<file path="src/rtl/adc_scan_driver_if.sv">
// Application-side bus of adc_scan_driver: scan control in, channel-tagged results out.
interface adc_scan_driver_if #(
  parameter int NUM_CH   = 8,
  parameter int RES_BITS = 12
);
  logic                start;
  logic                continuous;
  logic [NUM_CH-1:0]   ch_mask;
  logic                busy;
  logic [RES_BITS-1:0] sample_data;
  logic [2:0]          sample_ch;
  logic                sample_valid;
  logic                scan_done;

  modport master (
    output start, continuous, ch_mask,
    input  busy, sample_data, sample_ch, sample_valid, scan_done
  );

  modport slave (
    input  start, continuous, ch_mask,
    output busy, sample_data, sample_ch, sample_valid, scan_done
  );
endinterface

</file>
<file path="src/rtl/adc_scan_driver.sv">
// Scanning SPI master for ADC128S102-family converters: one CS-low burst per channel mask.
// Optional ADC_SCAN_ZERO_CHECK_EN adds frame_err_o, flagging a 1 in any leading bit b=0..3.
module adc_scan_driver #(
  parameter int CLK_DIV  = 2,
  parameter int RES_BITS = 12,
  parameter int NUM_CH   = 8
) (
  input  logic             clk,
  input  logic             rst_n,
  adc_scan_driver_if.slave bus,
  output logic             cs_n_o,
  output logic             sclk_o,
  output logic             din_o,
  input  logic             dout_i
`ifdef ADC_SCAN_ZERO_CHECK_EN
  ,
  output logic             frame_err_o
`endif
);

  localparam int CNT_W = $clog2(2 * CLK_DIV) + 1;
  typedef logic [CNT_W-1:0] cnt_t;
  localparam cnt_t DIV_LAST = cnt_t'(CLK_DIV - 1);
  localparam cnt_t GAP_LAST = cnt_t'(2 * CLK_DIV - 1);

`ifdef ADC_SCAN_ZERO_CHECK_EN
  localparam int SHIFT_W = 15;  // b0..b14 kept so the leading bits can be inspected
`else
  localparam int SHIFT_W = 11;  // only D11..D1 are ever needed
`endif

  typedef enum logic [2:0] {S_IDLE, S_SETUP, S_SHIFT, S_HOLD, S_GAP} state_e;

  state_e              state_q;
  cnt_t                cnt_q;
  logic [4:0]          half_q;
  logic [3:0]          frame_q;
  logic [3:0]          nframes_q;
  logic [NUM_CH-1:0]   mask_q;
  logic [2:0]          addr_q;
  logic [2:0]          data_ch_q;
  logic [SHIFT_W-1:0]  shift_q;
  logic                cs_n_q, sclk_q, din_q, busy_q, valid_q, done_q;
  logic [RES_BITS-1:0] data_q;
  logic [2:0]          ch_q;
`ifdef ADC_SCAN_ZERO_CHECK_EN
  logic                err_q;
`endif

  function automatic logic [3:0] count_ch(input logic [NUM_CH-1:0] m);
    logic [3:0] n;
    n = '0;
    for (int i = 0; i < NUM_CH; i++) n = n + 4'(m[i]);
    return n;
  endfunction

  // Next enabled channel above cur, wrapping to the lowest; cur=7 yields the lowest.
  function automatic logic [2:0] next_ch(input logic [NUM_CH-1:0] m, input logic [2:0] cur);
    logic [2:0] first, nxt;
    logic       found;
    first = '0;
    nxt   = '0;
    found = 1'b0;
    for (int i = NUM_CH - 1; i >= 0; i--) begin
      if (m[i]) begin
        first = 3'(i);
        if (i > int'(cur)) begin
          nxt   = 3'(i);
          found = 1'b1;
        end
      end
    end
    return found ? nxt : first;
  endfunction

  logic [11:0] data_word;
  logic [3:0]  next_bit;
  logic        din_next;

  assign data_word = {shift_q[10:0], dout_i};
  assign next_bit  = half_q[4:1] + 4'd1;

  // NOTE: combinational blocks assign a default first so no path leaves din_next held (no latch).
  always_comb begin
    din_next = 1'b0;
    case (next_bit)
      4'd2:    din_next = addr_q[2];
      4'd3:    din_next = addr_q[1];
      4'd4:    din_next = addr_q[0];
      default: din_next = 1'b0;
    endcase
  end

  // NOTE: state is updated with non-blocking assignments only, so every read sees last cycle's value.
  always_ff @(posedge clk or negedge rst_n) begin
    if (!rst_n) begin
      state_q   <= S_IDLE;
      cnt_q     <= '0;
      half_q    <= '0;
      frame_q   <= '0;
      nframes_q <= '0;
      mask_q    <= '0;
      addr_q    <= '0;
      data_ch_q <= '0;
      shift_q   <= '0;
      cs_n_q    <= 1'b1;
      sclk_q    <= 1'b1;
      din_q     <= 1'b0;
      busy_q    <= 1'b0;
      valid_q   <= 1'b0;
      done_q    <= 1'b0;
      data_q    <= '0;
      ch_q      <= '0;
`ifdef ADC_SCAN_ZERO_CHECK_EN
      err_q     <= 1'b0;
`endif
    end else begin
      valid_q <= 1'b0;
      done_q  <= 1'b0;
`ifdef ADC_SCAN_ZERO_CHECK_EN
      err_q   <= 1'b0;
`endif
      case (state_q)
        S_IDLE: begin
          if (bus.start && bus.ch_mask != '0) begin
            mask_q    <= bus.ch_mask;
            nframes_q <= count_ch(bus.ch_mask);
            addr_q    <= next_ch(bus.ch_mask, 3'd7);
            frame_q   <= '0;
            cnt_q     <= '0;
            busy_q    <= 1'b1;
            cs_n_q    <= 1'b0;
            state_q   <= S_SETUP;
          end
        end

        S_SETUP: begin
          if (cnt_q == DIV_LAST) begin
            cnt_q   <= '0;
            half_q  <= '0;
            sclk_q  <= 1'b0;
            din_q   <= 1'b0;
            state_q <= S_SHIFT;
          end else begin
            cnt_q <= cnt_q + 1'b1;
          end
        end

        S_SHIFT: begin
          if (cnt_q != DIV_LAST) begin
            cnt_q <= cnt_q + 1'b1;
          end else begin
            cnt_q <= '0;
            if (!half_q[0]) begin
              // Low half ends: SCLK rises and dout is captured on this edge.
              sclk_q  <= 1'b1;
              shift_q <= {shift_q[SHIFT_W-2:0], dout_i};
              half_q  <= half_q + 5'd1;
              if (half_q == 5'd30 && frame_q != '0) begin
                valid_q <= 1'b1;
                data_q  <= data_word[11 -: RES_BITS];
                ch_q    <= data_ch_q;
`ifdef ADC_SCAN_ZERO_CHECK_EN
                err_q   <= |shift_q[14:11];
`endif
              end
            end else if (half_q == 5'd31 && frame_q == nframes_q) begin
              state_q <= S_HOLD;
            end else begin
              sclk_q <= 1'b0;
              din_q  <= din_next;
              half_q <= half_q + 5'd1;
              if (half_q == 5'd31) begin
                frame_q   <= frame_q + 4'd1;
                data_ch_q <= addr_q;
                addr_q    <= next_ch(mask_q, addr_q);
              end
            end
          end
        end

        S_HOLD: begin
          if (cnt_q == DIV_LAST) begin
            cnt_q  <= '0;
            cs_n_q <= 1'b1;
            done_q <= 1'b1;
            if (bus.continuous) begin
              mask_q    <= bus.ch_mask;
              nframes_q <= count_ch(bus.ch_mask);
              addr_q    <= next_ch(bus.ch_mask, 3'd7);
              state_q   <= S_GAP;
            end else begin
              busy_q  <= 1'b0;
              state_q <= S_IDLE;
            end
          end else begin
            cnt_q <= cnt_q + 1'b1;
          end
        end

        S_GAP: begin
          if (cnt_q == GAP_LAST) begin
            cnt_q   <= '0;
            frame_q <= '0;
            if (mask_q != '0) begin
              cs_n_q  <= 1'b0;
              state_q <= S_SETUP;
            end else begin
              busy_q  <= 1'b0;
              state_q <= S_IDLE;
            end
          end else begin
            cnt_q <= cnt_q + 1'b1;
          end
        end

        default: state_q <= S_IDLE;
      endcase
    end
  end

  assign cs_n_o           = cs_n_q;
  assign sclk_o           = sclk_q;
  assign din_o            = din_q;
  assign bus.busy         = busy_q;
  assign bus.sample_valid = valid_q;
  assign bus.sample_data  = data_q;
  assign bus.sample_ch    = ch_q;
  assign bus.scan_done    = done_q;
`ifdef ADC_SCAN_ZERO_CHECK_EN
  assign frame_err_o      = err_q;
`endif

endmodule

</file>
<file path="src/flat_wrapper.sv">
// flat-port wrapper written by rule: the top's interface ports become plain ports
module adc_scan_driver_flat 
#(
  parameter int CLK_DIV  = 2,
  parameter int RES_BITS = 12,
  parameter int NUM_CH   = 8
)
  (clk, rst_n, cs_n_o, sclk_o, din_o, dout_i, bus_start, bus_continuous, bus_ch_mask, bus_busy, bus_sample_data, bus_sample_ch, bus_sample_valid, bus_scan_done);
  adc_scan_driver_if #(.NUM_CH(NUM_CH), .RES_BITS(RES_BITS)) bus_i ();
  input  logic clk;
  input  logic rst_n;
  output logic cs_n_o;
  output logic sclk_o;
  output logic din_o;
  input  logic dout_i;
  input wire logic [$bits(bus_i.start)-1:0] bus_start;
  input wire logic [$bits(bus_i.continuous)-1:0] bus_continuous;
  input wire logic [$bits(bus_i.ch_mask)-1:0] bus_ch_mask;
  output wire logic [$bits(bus_i.busy)-1:0] bus_busy;
  output wire logic [$bits(bus_i.sample_data)-1:0] bus_sample_data;
  output wire logic [$bits(bus_i.sample_ch)-1:0] bus_sample_ch;
  output wire logic [$bits(bus_i.sample_valid)-1:0] bus_sample_valid;
  output wire logic [$bits(bus_i.scan_done)-1:0] bus_scan_done;
  assign bus_i.start = bus_start;
  assign bus_i.continuous = bus_continuous;
  assign bus_i.ch_mask = bus_ch_mask;
  assign bus_busy = bus_i.busy;
  assign bus_sample_data = bus_i.sample_data;
  assign bus_sample_ch = bus_i.sample_ch;
  assign bus_sample_valid = bus_i.sample_valid;
  assign bus_scan_done = bus_i.scan_done;
  adc_scan_driver #(.CLK_DIV(CLK_DIV), .RES_BITS(RES_BITS), .NUM_CH(NUM_CH)) u_core (.clk(clk), .rst_n(rst_n), .bus(bus_i), .cs_n_o(cs_n_o), .sclk_o(sclk_o), .din_o(din_o), .dout_i(dout_i));
endmodule
</file>
<file path="config.mk">
export PLATFORM = sky130hd
export DESIGN_NAME = adc_scan_driver_flat
export DESIGN_NICKNAME = d
export VERILOG_FILES = /design/src/rtl/adc_scan_driver_if.sv /design/src/rtl/adc_scan_driver.sv /design/src/flat_wrapper.sv
export SDC_FILE = /design/constraint.sdc
export NUM_CORES = 1
export LEC_CHECK = 0
export BUFFER_PORTS_ARGS = -buffer_cell sky130_fd_sc_hd__buf_2
export CAP_MARGIN = 40
export CORE_MARGIN = 3
export CORE_UTILIZATION = 35
export CTS_CLUSTER_SIZE = 28
export DETAILED_ROUTE_END_ITERATION = 8
export GPL_ROUTABILITY_DRIVEN = 0
export PLACE_DENSITY = 0.59
export REMOVE_ABC_BUFFERS = 1
export SETUP_SLACK_MARGIN = 0.15
export SLEW_MARGIN = 20
export SYNTH_ARGS = -nofsm -noshare
export SYNTH_HDL_FRONTEND = slang
export SYNTH_SLANG_ARGS = --single-unit
export TNS_END_PERCENT = 50
</file>
<file path="constraint.sdc">
create_clock -name clk -period 3.9 [get_ports clk]
set_input_delay 0.195 -clock clk [delete_from_list [all_inputs] [get_ports clk]]
set_output_delay 0.195 -clock clk [all_outputs]
set_load 0.1 [all_outputs]
</file>
* Word level (Yosys, flattened, before mapping)
Cells that the tools add are included.
** Cells by class
- Reductions and logical operators :: 27
- Order comparisons :: 7
- Equal/unequal tests :: 27
- Multiplexer cells :: 135
- Add/sub/neg operators :: 11
- Bitwise operators :: 3
** Operators with widths (number)
- two-way mux 3 bit :: 60
- two-way mux 1 bit :: 47
- two-way mux 4 bit :: 9
- adder 4 x 1 -> 4 bit :: 6
- two-way mux 8 bit :: 3
- two-way mux 5 bit :: 4
- inequality test 2 x 1 -> 1 bit, second input constant :: 8
- one-hot mux 8 bit (2 select lines) :: 1
- nonzero test 8 bit :: 2
- one-hot mux 3 bit (5 select lines) :: 1
- AND reduction 5 bit :: 3
- AND reduction 7 bit :: 2
- greater-than comparator 3 bit, first input constant :: 4
- one-hot mux 3 bit (4 select lines) :: 1
- one-hot mux 4 bit (3 select lines) :: 1
- AND reduction 4 bit :: 3
- equality test 5 bit, second input constant :: 2
- inequality test 2 bit, second input constant :: 5
- one-hot mux 5 bit (2 select lines) :: 1
- equality test 3 x 2 -> 1 bit, second input constant :: 3
- one-hot mux 1 bit (3 select lines) :: 3
- one-hot mux 3 bit (3 select lines) :: 1
- nonzero test 3 bit :: 3
- adder 4 x 1 -> 4 bit, second input constant :: 2
- 24 further kinds :: 35
** Storage, ports and cells
- Flip-flop bits (word level) :: 65
- Word-level logic and storage cells :: 228
- Input port bits :: 13

* Depth between registers and ports, before layout
- Word-level depth :: 31
- Gate-level depth with buffers :: 11
- Gate-level depth less buffers :: 11

* Worst setup path after synthesis
OpenSTA, ideal clock, no wires.
- Path type :: input to register
- Start :: input bus_ch_mask[0]
- End :: register u_core.nframes_q[2]
- Data arrival time :: 2429 ps
- Data required time :: 3775 ps
- Setup slack :: 1346 ps
- Library setup time :: 125 ps
- Cell stages on the path :: 11
- Path through :: inv_1 > ha_1 > inv_1 > fa_1 > fa_1 > inv_1 > fa_1 > inv_1 > fa_1 > xnor2_1 > mux2_2
** On the way
- Cells in the longest elaborated chain, start to end :: 10
- Elaborated cells on any way between the ends :: 15
- Those cells by class :: 7 x add/sub; 1 x eq/ne; 4 x mux; 3 x reduce/logical
** RTL lines
- from (decl) :: line flat_wrapper.sv:18 : input wire logic [$bits(bus_i.ch_mask)-1:0] bus_ch_mask;
- adder 1 x 1 -> 2 bit :: line adc_scan_driver.sv:53 : for (int i = 0; i < NUM_CH; i++) n = n + 4'(m[i]);
- adder 4 x 1 -> 4 bit (6 in a row) :: line adc_scan_driver.sv:53
- two-way mux 4 bit :: line adc_scan_driver.sv:187 : if (bus.continuous) begin
- two-way mux 4 bit :: line adc_scan_driver.sv:183 : if (cnt_q == DIV_LAST) begin
- one-hot mux 4 bit (2 select lines) :: line adc_scan_driver.sv:123 : case (state_q)
- to (signal assigned) :: line adc_scan_driver.sv:127 : nframes_q <= count_ch(bus.ch_mask);
- to (signal assigned) :: line adc_scan_driver.sv:189 : nframes_q <= count_ch(bus.ch_mask);
- to (decl) :: line adc_scan_driver.sv:38 : logic [3:0] nframes_q;
Parallel ways exist; a longest one is shown, timed or not. The select of a mux whose other input is x is not followed.
A chain may end at the register's enable or synchronous reset.

* Worst setup path after layout
- Start :: register u_core.state_q[2]
- End :: register u_core.data_q[9], in the netlist u_core.bus.sample_data[9]
** On the way
- Cells in the longest elaborated chain, start to end :: 2
** RTL lines
- from (decl) :: line adc_scan_driver.sv:34 : state_e state_q;
- from (signal assigned) :: line adc_scan_driver.sv:97 : state_q <= S_IDLE;
- from (signal assigned) :: line adc_scan_driver.sv:133 : state_q <= S_SETUP;
- from (signal assigned) :: line adc_scan_driver.sv:143 : state_q <= S_SHIFT;
- equality test 3 x 2 -> 1 bit :: line adc_scan_driver.sv:123
- AND reduction 4 bit (no line)
- to (signal assigned) :: line adc_scan_driver.sv:161 : data_q <= data_word[11 -: RES_BITS];
- to (decl) :: line adc_scan_driver.sv:44 : logic [RES_BITS-1:0] data_q;
Every way passes these cells.

==> impl_metrics.json <==
{
  "vias": 2605,
  "synth_seq_cells": 65,
  "h-tree-depth": 3,
  "synth_flop_cell": "dfrtp_1",
  "drive_gt1_share_pct": 27.18,
  "holdWs_ns": 0.1084,
  "grtUsageMet3_pct": 4.129,
  "cts_hold_buf": 1,
  "synthCells": 337,
  "whs_path_depth": 2,
  "p_int_mw": 1.663,
  "pwr-share-seq_pct": 38.0,
  "yosysUniqueCellTypes": 54,
  "dr.pass1.iters": 4,
  "area_growth_pct": 15.14,
  "p_sw_share_pct": 40.82,
  "fp-row-count": 36,
  "power_density_nw_per_um2": 691.3,
  "clockRootBuffer": "clkbuf_8",
  "grt_pass1_wl_um": 12150,
  "relSlewSlack_pct": 56.20,
  "comb_power_share_pct": 39.4,
  "path_clk_slew_ns": 0.08,
  "wl_per_cell_um": 13.73,
  "grt_pass1_vias": 2507,
  "synth_top_area_share_pct": 44.67,
  "crit_required_ns": 4.13,
  "yosysSeqAreaShare_pct": 46.15,
  "ir_drop_mv": 0.5709,
  "synthTopCellsByArea": "dfrtp_1, mux2_2, ha_1",
  "mappedNetlistArea_um2": 3530,
  "die_h_um": 106.4,
  "ant_nets": 0,
  "critPathCaptureType": "flip-flop",
  "maxCapViolations": 0,
  "routed_wl_um": 7030,
  "drtIter0Drc": 99,
  "path_max_fanout": 20,
  "clkSinkCount": 65,
  "finalHoldViolCount": 0,
  "skew_ns": 0.006213,
  "dp_cells": 495,
  "start_util_pct": 36.11,
  "die_area_um2": 11330,
  "gr-total-overflow": 0,
  "yosys_warnings": 0,
  "use_met2_pct": 20.09,
  "yosysTopAreaCell": "dfrtp_1",
  "core_region_area_um2": 9774,
  "antenna_cells": 0,
  "reg2regPathDepth": 5,
  "critPathKind": "reg -> reg",
  "die_x_um": 106.4,
  "drc": 0,
  "io_buffers": 33,
  "grt_usage_pct": 13.20,
  "maxSlewViolCount": 0,
  "cts_tree": "done",
  "dp_hpwl_um": 5238,
  "rsz0062_at_grt": "no",
  "critPathLaunchType": "flip-flop",
  "final_cell_mix": "dfrtp_1, mux2_2, buf_2",
  "fill_cells": 973,
  "synth-async-reset-ratio_pct": 100.0,
  "power_switching_mw": 1.147,
  "fin_crit_ns": 2.573,
  "ctsResizeCount": 0,
  "clk_latency_ns": 0.34,
  "hold_path_class": "in -> reg",
  "synth_edf_count": 0,
  "fin_nets": 404,
  "viasPerCell": 5.088,
  "finalNonFillerCells": 512,
  "grt_max_degree": 30,
  "finalCritPeriodShare_pct": 65.98,
  "io_pins": 34,
  "tns_ns": 0,
  "clockPowerShare_pct": 22.5,
  "finalSetupViolCount": 0,
  "cts_buffers": 9,
  "post_cts.repair.setup_buffers": 0,
  "fmax_ghz": 0.3886,
  "syn_area_per_cell_um2": 10.47,
  "tightestPinTransition_ns": 0.6554,
  "antenna_found_initial": 0,
  "cp.arrival_ns": 2.80,
  "p_leak_nw": 1.912,
  "mostFrequentLayoutCell": "dfrtp_1",
  "reg2reg_slack_ns": 1.33,
  "clk_path_buf_depth": 2,
  "gr-usage-met1_pct": 18.20,
  "status": "finished, final reports clean",
  "busiest_layer": "met2"
}
-- final timing paths --
check                                            end              start
hold / removal             u_core.bus.sample_data[0]             dout_i
setup reg to reg           u_core.bus.sample_data[9]  u_core.state_q[2]
setup / recovery           u_core.bus.sample_data[9]  u_core.state_q[2]
min in group asynchronous  u_core.bus.sample_data[0]              rst_n
hold reg to reg                         u_core.din_o       u_core.din_o
max in group asynchronous              u_core.cs_n_o              rst_n
-- logic make-up after synthesis --
kind of cell	count (synthesis)	synth area share, %
AO/OA/AOI/OAI	79	14.36
XOR/XNOR	6	1.489
adder cells (fa/ha/maj)	17	6.877
buffers and inverters	38	4.714
flip-flops	65	46.15
multiplexers	38	12.30
AND/OR/NAND/NOR	94	14.11
-- critical path: stages (launching register included) --
cell	delay, ns
dfrtp_1	0.75
nand2b_1	0.55
nor3_4	0.04
buf_4	0.20
nand2_1	0.50
mux2_2	0.41
-- Yosys cell counts, drive strengths merged (4+ instances only) --
library cell / number
dfrtp: 63
a21o: 5
o21ai: 30
o31ai: 7
mux2: 37
a21oi: 13
xnor2: 5
buf: 6
nor2b: 5
nand2: 30
inv: 26
nor2: 19
ha: 13
clkbuf: 6
nor3: 6
nand3: 9
a31oi: 6
nand2b: 7
fa: 4
-- routing by layer --
layer | wire length (um) | share of wire (%) | vias up
li1 | - | - | 1268
met1 | 3314 | 47 | 1252
met2 | 3170 | 45 | 74
met3 | 437 | 6.2 | 11
met4 | 108 | 1.5 | 0
met5 | 0 | 0 | -
-- through the flow --
stage	instance area, um^2	power [mW]	util [%]	worst slack (ns)
finish	4064	2.810	41.58	1.327
global route	4064	3.036	41.58	1.169
CTS	4064	2.841	41.58	1.316
detailed placement	3835	2.193	39.23	1.074
global placement	3815	2.167	39.03	1.168
floorplan	3461	1.902	-	1.346
-- final cells by class --
cell class / instances / area, um^2 / share of cell area, %
flip-flops and latches: 65 / 1629 / 40.09
well taps: 133 / 166.4 / 4.095
clock buffers: 10 / 127.6 / 3.140
clock inverters: 6 / 91.34 / 2.248
repair buffers: 38 / 217.7 / 5.357
multi-input cells: 234 / 1734 / 42.67
inverters: 26 / 97.59 / 2.401
-- state kept, by name, indices dropped and copies added, names as in the netlist, 3 cells and up --
signal	cells
u_core.shift_q	11
u_core.nframes_q	4
u_core.state_q	3
u_core.bus.sample_ch	3
u_core.addr_q	3
u_core.cnt_q	3
u_core.mask_q	8
u_core.bus.sample_data	12
u_core.frame_q	4
u_core.half_q	5
u_core.data_ch_q	3
-- power groups by stage --
stage                     Combinational (mW)  Clock [mW]  Sequential [mW]
final                                   1.11       0.633             1.07
after floorplan                        0.769           0             1.13
after CTS                               1.12       0.657             1.07
after detailed placement                1.11           0             1.08
after global placement                  1.09           0             1.07
after global routing                    1.25       0.691             1.10
No activity file was read; power rests on OpenSTA's default activity.
